## src/rtl/dma_pkg.sv

```systemverilog
// dma_pkg: shared constants for the cycle-stealing DMA.
// Register offsets, CTRL bit positions, FSM states.
package dma_pkg;

  localparam logic [2:0] REG_SRC_L = 3'd0;
  localparam logic [2:0] REG_SRC_H = 3'd1;
  localparam logic [2:0] REG_DST_L = 3'd2;
  localparam logic [2:0] REG_DST_H = 3'd3;
  localparam logic [2:0] REG_LEN_L = 3'd4;
  localparam logic [2:0] REG_LEN_H = 3'd5;
  localparam logic [2:0] REG_CTRL  = 3'd6;
  localparam logic [2:0] REG_RSVD  = 3'd7;

  localparam int CTRL_START   = 0;
  localparam int CTRL_IRQ_EN  = 1;
  localparam int CTRL_SRC_FIX = 2;
  localparam int CTRL_DST_FIX = 3;
  localparam int CTRL_DONE    = 7;

  typedef enum logic [2:0] {
    S_IDLE,
    S_ACQ,
    S_RD,
    S_CAP,
    S_WR,
    S_REL,
    S_YIELD
  } state_t;

endpackage

```

## src/rtl/dma_regfile.sv

```systemverilog
// dma_regfile: CPU register slave for the DMA.
// Holds SRC/DST/LEN, CTRL bits, done and irq.
module dma_regfile
  import dma_pkg::*;
(
  input  logic        clk,
  input  logic        reset,
  input  logic        cs,
  input  logic        we,
  input  logic [2:0]  rs,
  input  logic [7:0]  din,
  input  logic        busy,
  input  logic        step,
  input  logic        set_done,
  output logic [7:0]  dout,
  output logic        start,
  output logic [15:0] src,
  output logic [15:0] dst,
  output logic [15:0] len,
  output logic        src_fixed,
  output logic        dst_fixed,
  output logic        irq
);

  logic       irq_en;
  logic       done;
  logic       wr_en;
  logic       ctrl_wr;
  logic [7:0] rdata;

  assign ctrl_wr = cs & we & (rs == REG_CTRL);
  assign wr_en   = cs & we & ~busy;
  assign start   = ctrl_wr & ~busy & din[CTRL_START];
  assign irq     = done & irq_en;

  // Live read mux; SRC/DST/LEN reflect transfer progress.
  always_comb begin
    rdata = 8'h00;
    unique case (rs)
      REG_SRC_L: rdata = src[7:0];
      REG_SRC_H: rdata = src[15:8];
      REG_DST_L: rdata = dst[7:0];
      REG_DST_H: rdata = dst[15:8];
      REG_LEN_L: rdata = len[7:0];
      REG_LEN_H: rdata = len[15:8];
      REG_CTRL:  rdata = {done, 3'b000,
                          dst_fixed, src_fixed,
                          irq_en, busy};
      REG_RSVD:  rdata = 8'h00;
      default:   rdata = 8'h00;
    endcase
  end

  // Pointer/length registers: CPU loads when idle, FSM steps.
  always_ff @(posedge clk or posedge reset) begin
    if (reset) begin
      src <= '0;
      dst <= '0;
      len <= '0;
    end else if (step) begin
      if (!src_fixed) src <= src + 16'd1;
      if (!dst_fixed) dst <= dst + 16'd1;
      len <= len - 16'd1;
    end else if (wr_en) begin
      unique case (rs)
        REG_SRC_L: src[7:0]  <= din;
        REG_SRC_H: src[15:8] <= din;
        REG_DST_L: dst[7:0]  <= din;
        REG_DST_H: dst[15:8] <= din;
        REG_LEN_L: len[7:0]  <= din;
        REG_LEN_H: len[15:8] <= din;
        default: ;
      endcase
    end
  end

  // CTRL mode bits; frozen while a transfer runs.
  always_ff @(posedge clk or posedge reset) begin
    if (reset) begin
      irq_en    <= 1'b0;
      src_fixed <= 1'b0;
      dst_fixed <= 1'b0;
    end else if (ctrl_wr && !busy) begin
      irq_en    <= din[CTRL_IRQ_EN];
      src_fixed <= din[CTRL_SRC_FIX];
      dst_fixed <= din[CTRL_DST_FIX];
    end
  end

  // Done flag: completion set beats a same-edge clear.
  always_ff @(posedge clk or posedge reset) begin
    if (reset) begin
      done <= 1'b0;
    end else if (set_done) begin
      done <= 1'b1;
    end else if (ctrl_wr && din[CTRL_DONE]) begin
      done <= 1'b0;
    end
  end

  // Registered read data, matching the SoC data mux.
  always_ff @(posedge clk or posedge reset) begin
    if (reset) begin
      dout <= 8'h00;
    end else if (cs && !we) begin
      dout <= rdata;
    end
  end

endmodule

```

## src/rtl/dma_ctrl.sv

```systemverilog
// dma_ctrl: cycle-stealing DMA, second bus master.
// Halts the CPU via RDY and copies bytes in bursts.
module dma_ctrl
  import dma_pkg::*;
#(
  parameter int BURST     = 16,
  parameter int YIELD_CYC = 2
) (
  input  logic        clk,
  input  logic        reset,
  input  logic        cs,
  input  logic        we,
  input  logic [2:0]  rs,
  input  logic [7:0]  din,
  output logic [7:0]  dout,
  output logic        cpu_rdy,
  output logic        bus_grant,
  output logic [15:0] dma_ab,
  output logic [7:0]  dma_do,
  output logic        dma_we,
  input  logic [7:0]  dma_di,
  output logic        irq
);

  state_t      state;
  state_t      nxt;
  logic        busy;
  logic        step;
  logic        set_done;
  logic        start;
  logic        last;
  logic        len_zero;
  logic [15:0] src;
  logic [15:0] dst;
  logic [15:0] len;
  logic        src_fixed;
  logic        dst_fixed;
  logic [7:0]  bcnt;
  logic [7:0]  ycnt;
  logic [7:0]  data;

  assign busy     = (state != S_IDLE);
  assign step     = (state == S_WR);
  assign len_zero = (len == 16'd0);
  assign last     = (len == 16'd1) ||
                    (bcnt == 8'(BURST - 1));
  assign set_done =
    ((state == S_REL) && len_zero) ||
    ((state == S_IDLE) && start && len_zero);

  dma_regfile u_regs (
    .clk       (clk),
    .reset     (reset),
    .cs        (cs),
    .we        (we),
    .rs        (rs),
    .din       (din),
    .busy      (busy),
    .step      (step),
    .set_done  (set_done),
    .dout      (dout),
    .start     (start),
    .src       (src),
    .dst       (dst),
    .len       (len),
    .src_fixed (src_fixed),
    .dst_fixed (dst_fixed),
    .irq       (irq)
  );

  // State register.
  always_ff @(posedge clk or posedge reset) begin
    if (reset) state <= S_IDLE;
    else       state <= nxt;
  end

  // Next-state: acquire, 3-cycle byte loop, release, yield.
  always_comb begin
    nxt = state;
    unique case (state)
      S_IDLE:  if (start && !len_zero) nxt = S_ACQ;
      S_ACQ:   nxt = S_RD;
      S_RD:    nxt = S_CAP;
      S_CAP:   nxt = S_WR;
      S_WR:    nxt = last ? S_REL : S_RD;
      S_REL:   nxt = len_zero ? S_IDLE : S_YIELD;
      S_YIELD: if (ycnt == 8'(YIELD_CYC - 1))
                 nxt = S_ACQ;
      default: nxt = S_IDLE;
    endcase
  end

  // Burst/yield counters and the captured data byte.
  always_ff @(posedge clk or posedge reset) begin
    if (reset) begin
      bcnt <= 8'h00;
      ycnt <= 8'h00;
      data <= 8'h00;
    end else begin
      if (nxt == S_ACQ)      bcnt <= 8'h00;
      else if (state == S_WR) bcnt <= bcnt + 8'd1;
      if (state == S_YIELD) ycnt <= ycnt + 8'd1;
      else                  ycnt <= 8'h00;
      if (state == S_CAP) data <= dma_di;
    end
  end

  // Master outputs decode from state and registers only.
  always_comb begin
    cpu_rdy   = (state == S_IDLE) ||
                (state == S_YIELD);
    bus_grant = (state == S_RD)  ||
                (state == S_CAP) ||
                (state == S_WR);
    dma_we    = (state == S_WR);
    dma_ab    = (state == S_WR) ? dst : src;
    dma_do    = data;
  end

endmodule

```

## config.mk

```make
export PLATFORM = sky130hd
export DESIGN_NAME = dma_ctrl
export DESIGN_NICKNAME = d
export VERILOG_FILES = /design/src/rtl/dma_pkg.sv /design/src/rtl/dma_regfile.sv /design/src/rtl/dma_ctrl.sv
export SDC_FILE = /design/constraint.sdc
export NUM_CORES = 1
export LEC_CHECK = 0
export CAP_MARGIN = 20
export CORE_MARGIN = 1.5
export CORE_UTILIZATION = 55
export CTS_BUF_LIST = sky130_fd_sc_hd__clkbuf_4 sky130_fd_sc_hd__clkbuf_8
export DETAILED_ROUTE_END_ITERATION = 16
export PLACE_DENSITY_LB_ADDON = 0.2
export SLEW_MARGIN = 30
export SYNTH_ARGS = -nofsm -noshare
export SYNTH_HDL_FRONTEND = slang
export SYNTH_SLANG_ARGS = --single-unit
export TNS_END_PERCENT = 5
```

## constraint.sdc

```tcl
create_clock -name clk -period 5.6 [get_ports clk]
set_input_delay 0.56 -clock clk [delete_from_list [all_inputs] [get_ports clk]]
set_output_delay 0.56 -clock clk [all_outputs]
set_load 0.01 [all_outputs]
```

==> impl_metrics.csv, run 1 <==
group,metric,value,unit
clocking,cts.hold.buffers_added,0,
timing,worst_pin_slew,0.956,ns
placed_design,io_buffers,58,
timing,relSlewSlack,0.361,
logic_synthesis,synth-async-reset-ratio,1.00,
clocking,ctsHtreeMaxLevel,3,
global_routing,grt_start_max_net_pins,58,
global_routing,antenna_found_initial,0,
logic_synthesis,synth-main-ff-cell,"dfrtp_1",
route,wl,16.3,mm
logic_synthesis,yosys.area.top_type_share,0.400,
logic_synthesis,synth_area,5450,sq um
route,drt-initial-drc-count,480,
floorplan,dieArea,10500,sq um
logic_synthesis,synth.most_common_cell,"nand2_1",
timing,fmax,252,MHz
finish,drive_above_1_share,0.0749,
floorplan,die_width,103,microns
timing,finalSetupViolCount,0,
clocking,cts_setup_buffers,0,
job,cap_violations,0,
logic_synthesis,yosys.area.top_type,"dfrtp_1",
setup_path,cp.required,5.04,ns
global_routing,overflow,0,
floorplan,ioPinCount,59,
finish,fin_cells,814,
pwr,clkPwrFrac,0.343,
floorplan,rows,36,
timing,tns,0,ns
logic_synthesis,seq_area_frac_synth,0.400,
logic_synthesis,synth_area_leaders,"dfrtp_1, nand2_1, a21oi_1",
logic_synthesis,synth_compound_area_frac,0.232,
finish,area_growth_syn_to_layout,15.6,%
timing,min_period,3.97,ns
finish,fill_cells,833,
setup_path,worst-setup-path-type,"reg2out",
logic_synthesis,syn_nets,671,
clocking,cts_tree,"done",
timing,rsz0062_at_grt,"false",
route,vias,5267,
clocking,cts_resized,0,
logic_synthesis,avgSynthCellArea,8.50,sq um
clocking,cts_buffers,9,
logic_synthesis,synthXorXnorAreaFrac,0.0209,
logic_synthesis,synth_top_family_by_area,"simple AND/OR/NAND/NOR gates",
logic_synthesis,syn_inst,641,
floorplan,start_util,0.563,
clocking,cts.sinks,87,
run_status,status,"finished clean",
global_routing,grt_pass1_vias,4867,
placed_design,gp_congestion,0.941,
floorplan,core_area,9680,sq um
pwr,p_per_area,256,nW/um^2
min_path,hp-class,"reg2reg",
finish,regArea,2180,sq um
setup_path,path_max_fanout,57,
route,wl_per_cell,20.0,microns
clocking,worstSkewPairLatency,0.38,ns
logic_synthesis,yosys.area_share.simple,0.244,
logic_synthesis,synth.top_cells.by_count,"nand2_1, dfrtp_1, nor2_1",
setup_path,worstSetupEndpointType,"primary output",
pwr,seqPwrFrac,0.484,
timing,fin_skew,0.00846,ns
pwr,intPower,1.14,mW
route,drc,0,
logic_synthesis,yosysWarnings,0,
timing,hold_viol,0,
placed_design,post-place-cells,798,
pwr,p_leak,2.64,nW
logic_synthesis,synth_mux_area_frac,0.0478,
clocking,cts-root-buf,"clkbuf_8",
pwr,p_switching,476,uW
global_routing,grt_use_total,0.331,
logic_synthesis,synth.distinct_cells,63,
finish,multi_input_area,3050,sq um
finish,antennaDiodeCount,0,
floorplan,die_h,103,microns
finish,fin_nets,706,
route,drtAntennaViolNets,0,
pwr,peakVddDrop,0.000155,V
clocking,cts_buffer_depth,2,
timing,slew_violations,0,
logic_synthesis,yosys_register_bits,87,
logic_synthesis,synth_edf_count,0,
route,vias_per_cell,6.47,
route,dr.pass1.iters,5,
logic_synthesis,synth_adder_area_share,0.0161,
setup_path,start_kind,"register",
pwr,switching_share,0.295,
timing,fin_crit_sh,0.709,
placed_design,hpwl,11.6,mm
clocking,path_clk_slew,0.08,ns
setup_path,cp_data_arrival_time,3.41,ns
global_routing,grt_first_pass_wirelength,26.1,mm
pwr,pwr-share-comb,0.172,
[power by group through the flow]
stage | logic [mW] | registers (mW) | clock network [mW]
after floorplan | 0.165 | 0.750 | 0
after global placement | 0.266 | 0.783 | 0
after detailed placement | 0.272 | 0.786 | 0
after CTS | 0.275 | 0.776 | 0.557
after global routing | 0.302 | 0.787 | 0.584
final | 0.278 | 0.781 | 0.554
[per-stage QoR]
step / worst slack, ns / utilization / hold WS, ns / cell area [sq um] / power, mW
floorplan: 2.79 / - / 0.468 / 5450 / 0.915
global placement: 2.21 / 0.624 / 0.461 / 6050 / 1.05
detailed placement: 2.09 / 0.624 / 0.465 / 6050 / 1.06
CTS: 1.67 / 0.650 / 0.485 / 6300 / 1.61
global route: 1.44 / 0.650 / 0.496 / 6300 / 1.67
finish: 1.63 / 0.650 / 0.482 / 6300 / 1.61
[critical path: stages (launching register included)]
cell and delay (ns):
dfrtp_1 0.66, or3b_4 0.69, clkinv_2 0.58, buf_4 0.42
nand2_1 0.11, nand2_1 0.06, clkdlybuf4s50_1 0.47
[registers in the layout, summed over array words and instances (netlist names)]
signal            count
u_regs.done           1
state                 3
dma_do                8
u_regs.dst           16
u_regs.irq_en         1
bcnt                  8
u_regs.src           16
u_regs.len           16
u_regs.dst_fixed      1
u_regs.src_fixed      1
ycnt                  8
u_regs.dout           8
[cells by family after synthesis]
family / after synthesis
simple gates: 278
xor+xnor: 13
fa+ha+maj: 7
compound gates: 185
flops: 87
buf+inv: 49
mux: 22
[layout make-up]
class	count	share of cell area
multi-input cells	505	0.485
flip-flops and latches	87	0.346
repair buffers	61	0.0958
well taps	133	0.0264
clock buffers	11	0.0231
clock inverters	5	0.0167
inverters	12	0.00755
[path summary, 6_finish.rpt]
kind / startpoint / to / slack (ns) / cells after the start
worst min-delay path: u_regs.dout[6] / u_regs.dout[6] / 0.48 / 2
max in group asynchronous: reset / u_regs.dout[5] / 3.96 / 3
worst max-delay path: state[0] / dma_ab[12] / 1.63 / 6
min in group asynchronous: reset / u_regs.dst[9] / 0.59 / 2
worst min register to register: u_regs.dout[6] / u_regs.dout[6] / 0.48 / 2
worst max register to register: state[0] / u_regs.src[15] / 2.04 / 7
[metal layers]
layer  GRT usage  vias up  share of wire
met5           0        -              0
met4       0.141        0          0.030
met3      0.0807       39           0.10
met2       0.477      291           0.44
met1       0.475     2541           0.43
li1            -     2396              -
[placed cells by master (no fill, tap or decap), types with 4 or more instances in the layout]
| cell | instances |
|---|---|
| nand2_1 | 113 |
| dfrtp_1 | 87 |
| nor2_1 | 59 |
| clkdlybuf4s50_1 | 58 |
| a21oi_1 | 45 |
| o21ai_0 | 29 |
| nand3_1 | 20 |
| nor3_1 | 19 |
| and3_1 | 13 |
| a22o_1 | 13 |
| mux2_2 | 12 |
| o31ai_1 | 11 |
| o22a_1 | 11 |
| inv_1 | 10 |
| nor2b_1 | 10 |
| a21o_1 | 10 |
| a31oi_1 | 10 |
| clkbuf_8 | 10 |
| mux2i_1 | 8 |
| o21a_1 | 8 |
| xor2_1 | 7 |
| ha_1 | 7 |
| nand2b_1 | 6 |
| or3_1 | 6 |
| o22ai_1 | 6 |
| nand4_1 | 6 |
| xnor2_1 | 6 |
| a2bb2oi_1 | 5 |
| nor4_1 | 5 |
| a22oi_1 | 4 |
| nor4b_1 | 4 |
| a211oi_1 | 4 |
No activity file was read; power rests on OpenSTA's default activity.
==> inputs of run 2 (changes only) <==
--- a/config.mk
+++ b/config.mk
@@ -7,7 +7,7 @@
 export LEC_CHECK = 0
 export CAP_MARGIN = 20
 export CORE_MARGIN = 1.5
-export CORE_UTILIZATION = 55
+export CORE_UTILIZATION = 53
 export CTS_BUF_LIST = sky130_fd_sc_hd__clkbuf_4 sky130_fd_sc_hd__clkbuf_8
 export DETAILED_ROUTE_END_ITERATION = 16
 export PLACE_DENSITY_LB_ADDON = 0.2
==> constraint.sdc (replaced) <==
create_clock -name clk -period 3.6 [get_ports clk]
set_input_delay 0.36 -clock clk [delete_from_list [all_inputs] [get_ports clk]]
set_output_delay 0.36 -clock clk [all_outputs]
set_load 0.01 [all_outputs]
==> impl_metrics.csv, run 2 (synthesis gave the netlist of run 1 again) <==
group,metric,value,unit
run_status,status,"finished clean",
clocking,cts.sinks,87,
placed_design,io_buffers,58,
finish,final_common_cell,"nand2_1",
route,dr.pass1.iters,5,
pwr,switching_share,0.308,
placed_design,hpwl,12.3,mm
floorplan,die_width,104,microns
finish,drive_above_1_share,0.0816,
floorplan,core_area,9860,sq um
setup_path,endpoint,"bus_grant",
setup_path,crit-reg2reg-launch,"state[0]",
clocking,cts_setup_buffers,0,
setup_path,r2r_cells,7,
job,cap_violations,0,
floorplan,die_h,104,microns
timing,setup_ws,0.321,ns
pwr,peakVddDrop,0.000204,V
setup_path,cp.required,3.24,ns
route,vias,5300,
setup_path,path_max_fanout,44,
pwr,seqPwrFrac,0.512,
setup_path,cp_top_family,"buffers and inverters",
route,wl,16.8,mm
pwr,p_switching,731,uW
timing,fin_crit_sh,0.911,
setup_path,crit_path_top_delay_cell,"dfrtp_1",
floorplan,ioPinCount,59,
timing,tns,0,ns
finish,area_growth_syn_to_layout,15.4,%
clocking,cts_buffer_depth,2,
floorplan,dieArea,10900,sq um
setup_path,startpoint,"state[0]",
timing,slew_violations,0,
route,vias_per_cell,6.47,
placed_design,pre_cts_ws,0.598,ns
timing,worst_pin_slew,0.874,ns
clocking,cts.hold.buffers_added,0,
pwr,intPower,1.64,mW
global_routing,grt_pass1_vias,4960,
clocking,cts-root-buf,"clkbuf_8",
timing,finalSetupViolCount,0,
finish,layout_common_cells,"nand2_1, dfrtp_1, nor2_1, clkdlybuf4s50_1, a21oi_1",
clocking,path_clk_slew,0.09,ns
finish,reg_top3,"u_regs.dst x16, u_regs.len x16, u_regs.src x16",
clocking,cts_resized,0,
route,drc,0,
setup_path,r2r_slack,0.53,ns
global_routing,grt_use_total,0.316,
pwr,p_leak,2.65,nW
timing,fmax,305,MHz
pwr,clkPwrFrac,0.309,
pwr,pwr-share-comb,0.179,
setup_path,cp_data_arrival_time,2.92,ns
route,drtAntennaViolNets,0,
timing,min_period,3.28,ns
setup_path,start_kind,"register",
setup_path,worstSetupEndpointType,"primary output",
clocking,worstSkewPairLatency,0.36,ns
timing,relSlewSlack,0.416,
setup_path,crit_chain,"or3b_4, clkinv_2, or2_2, clkdlybuf4s50_1",
setup_path,slowest_delay,0.66,ns
setup_path,crit_buf_inv,2,
global_routing,overflow,0,
setup_path,worst-setup-path-type,"reg2out",
clocking,ctsHtreeMaxLevel,3,
finish,antennaDiodeCount,0,
timing,rsz0062_at_grt,"false",
floorplan,rows,36,
setup_path,crit_cells,4,
global_routing,antenna_found_initial,0,
clocking,cts_buffers,9,
clocking,cts_tree,"done",
route,drt-initial-drc-count,534,
setup_path,r2r-end,"u_regs.src[15]",
global_routing,grt_first_pass_wirelength,26.8,mm
timing,fin_skew,0.0162,ns
floorplan,start_util,0.552,
global_routing,grt_start_max_net_pins,45,
route,wl_per_cell,20.5,microns
min_path,hp-class,"in2async",
placed_design,gp_congestion,0.957,
pwr,p_per_area,378,nW/um^2
finish,fin_nets,711,
timing,hold_viol,0,
-- run 2: changes by cell type in the layout (fill, tap and decap cells not counted) --
cell,before,now
buf_4,3,8
bufinv_16,3,1
clkbuf_4,1,3
clkinv_2,2,3
clkinvlp_4,2,1
-- run 2: power groups by stage --
stage / Combinational [mW] / Sequential, mW / Clock (mW)
after floorplan: 0.257 / 1.17 / 0
after global placement: 0.417 / 1.22 / 0
after detailed placement: 0.422 / 1.23 / 0
after CTS: 0.424 / 1.21 / 0.734
after global routing: 0.465 / 1.23 / 0.774
final: 0.425 / 1.22 / 0.734
-- run 2: metrics by stage --
step	area [sq um]	hold slack (ns)	cells	power, mW	util
floorplan	5450	0.468	641	1.42	-
global placement	6080	0.463	803	1.64	0.617
detailed placement	6080	0.468	803	1.65	0.617
CTS	6290	0.426	819	2.37	0.637
global route	6290	0.460	819	2.47	0.637
finish	6290	0.407	819	2.37	0.637
-- run 2: worst min-delay path by stage --
stage | end | slack, ns | depth (start not counted)
after floorplan | bcnt[0] | 0.47 | 1
after global placement | u_regs.dout[3] | 0.46 | 1
after detailed placement | u_regs.dout[3] | 0.47 | 1
after CTS | bcnt[7] | 0.43 | 2
after global routing | bcnt[7] | 0.46 | 2
final | bcnt[3] | 0.41 | 2
-- run 2: metal layers --
layer  up-vias  global-route usage  share of wire
met3        49              0.0602          0.085
met2       287               0.471           0.44
met1      2558               0.451           0.44
met5         -                   0              0
li1       2406                   -              -
met4         0               0.129          0.035
-- run 2: cell type report --
cell class | count | area [sq um]
fill | 862 | 3580
clock buffer | 13 | 160
sequential | 87 | 2180
multi-input combinational | 505 | 3050
clock inverter | 3 | 42.5
tap | 133 | 166
timing repair buffer | 66 | 641
inverter | 12 | 47.5
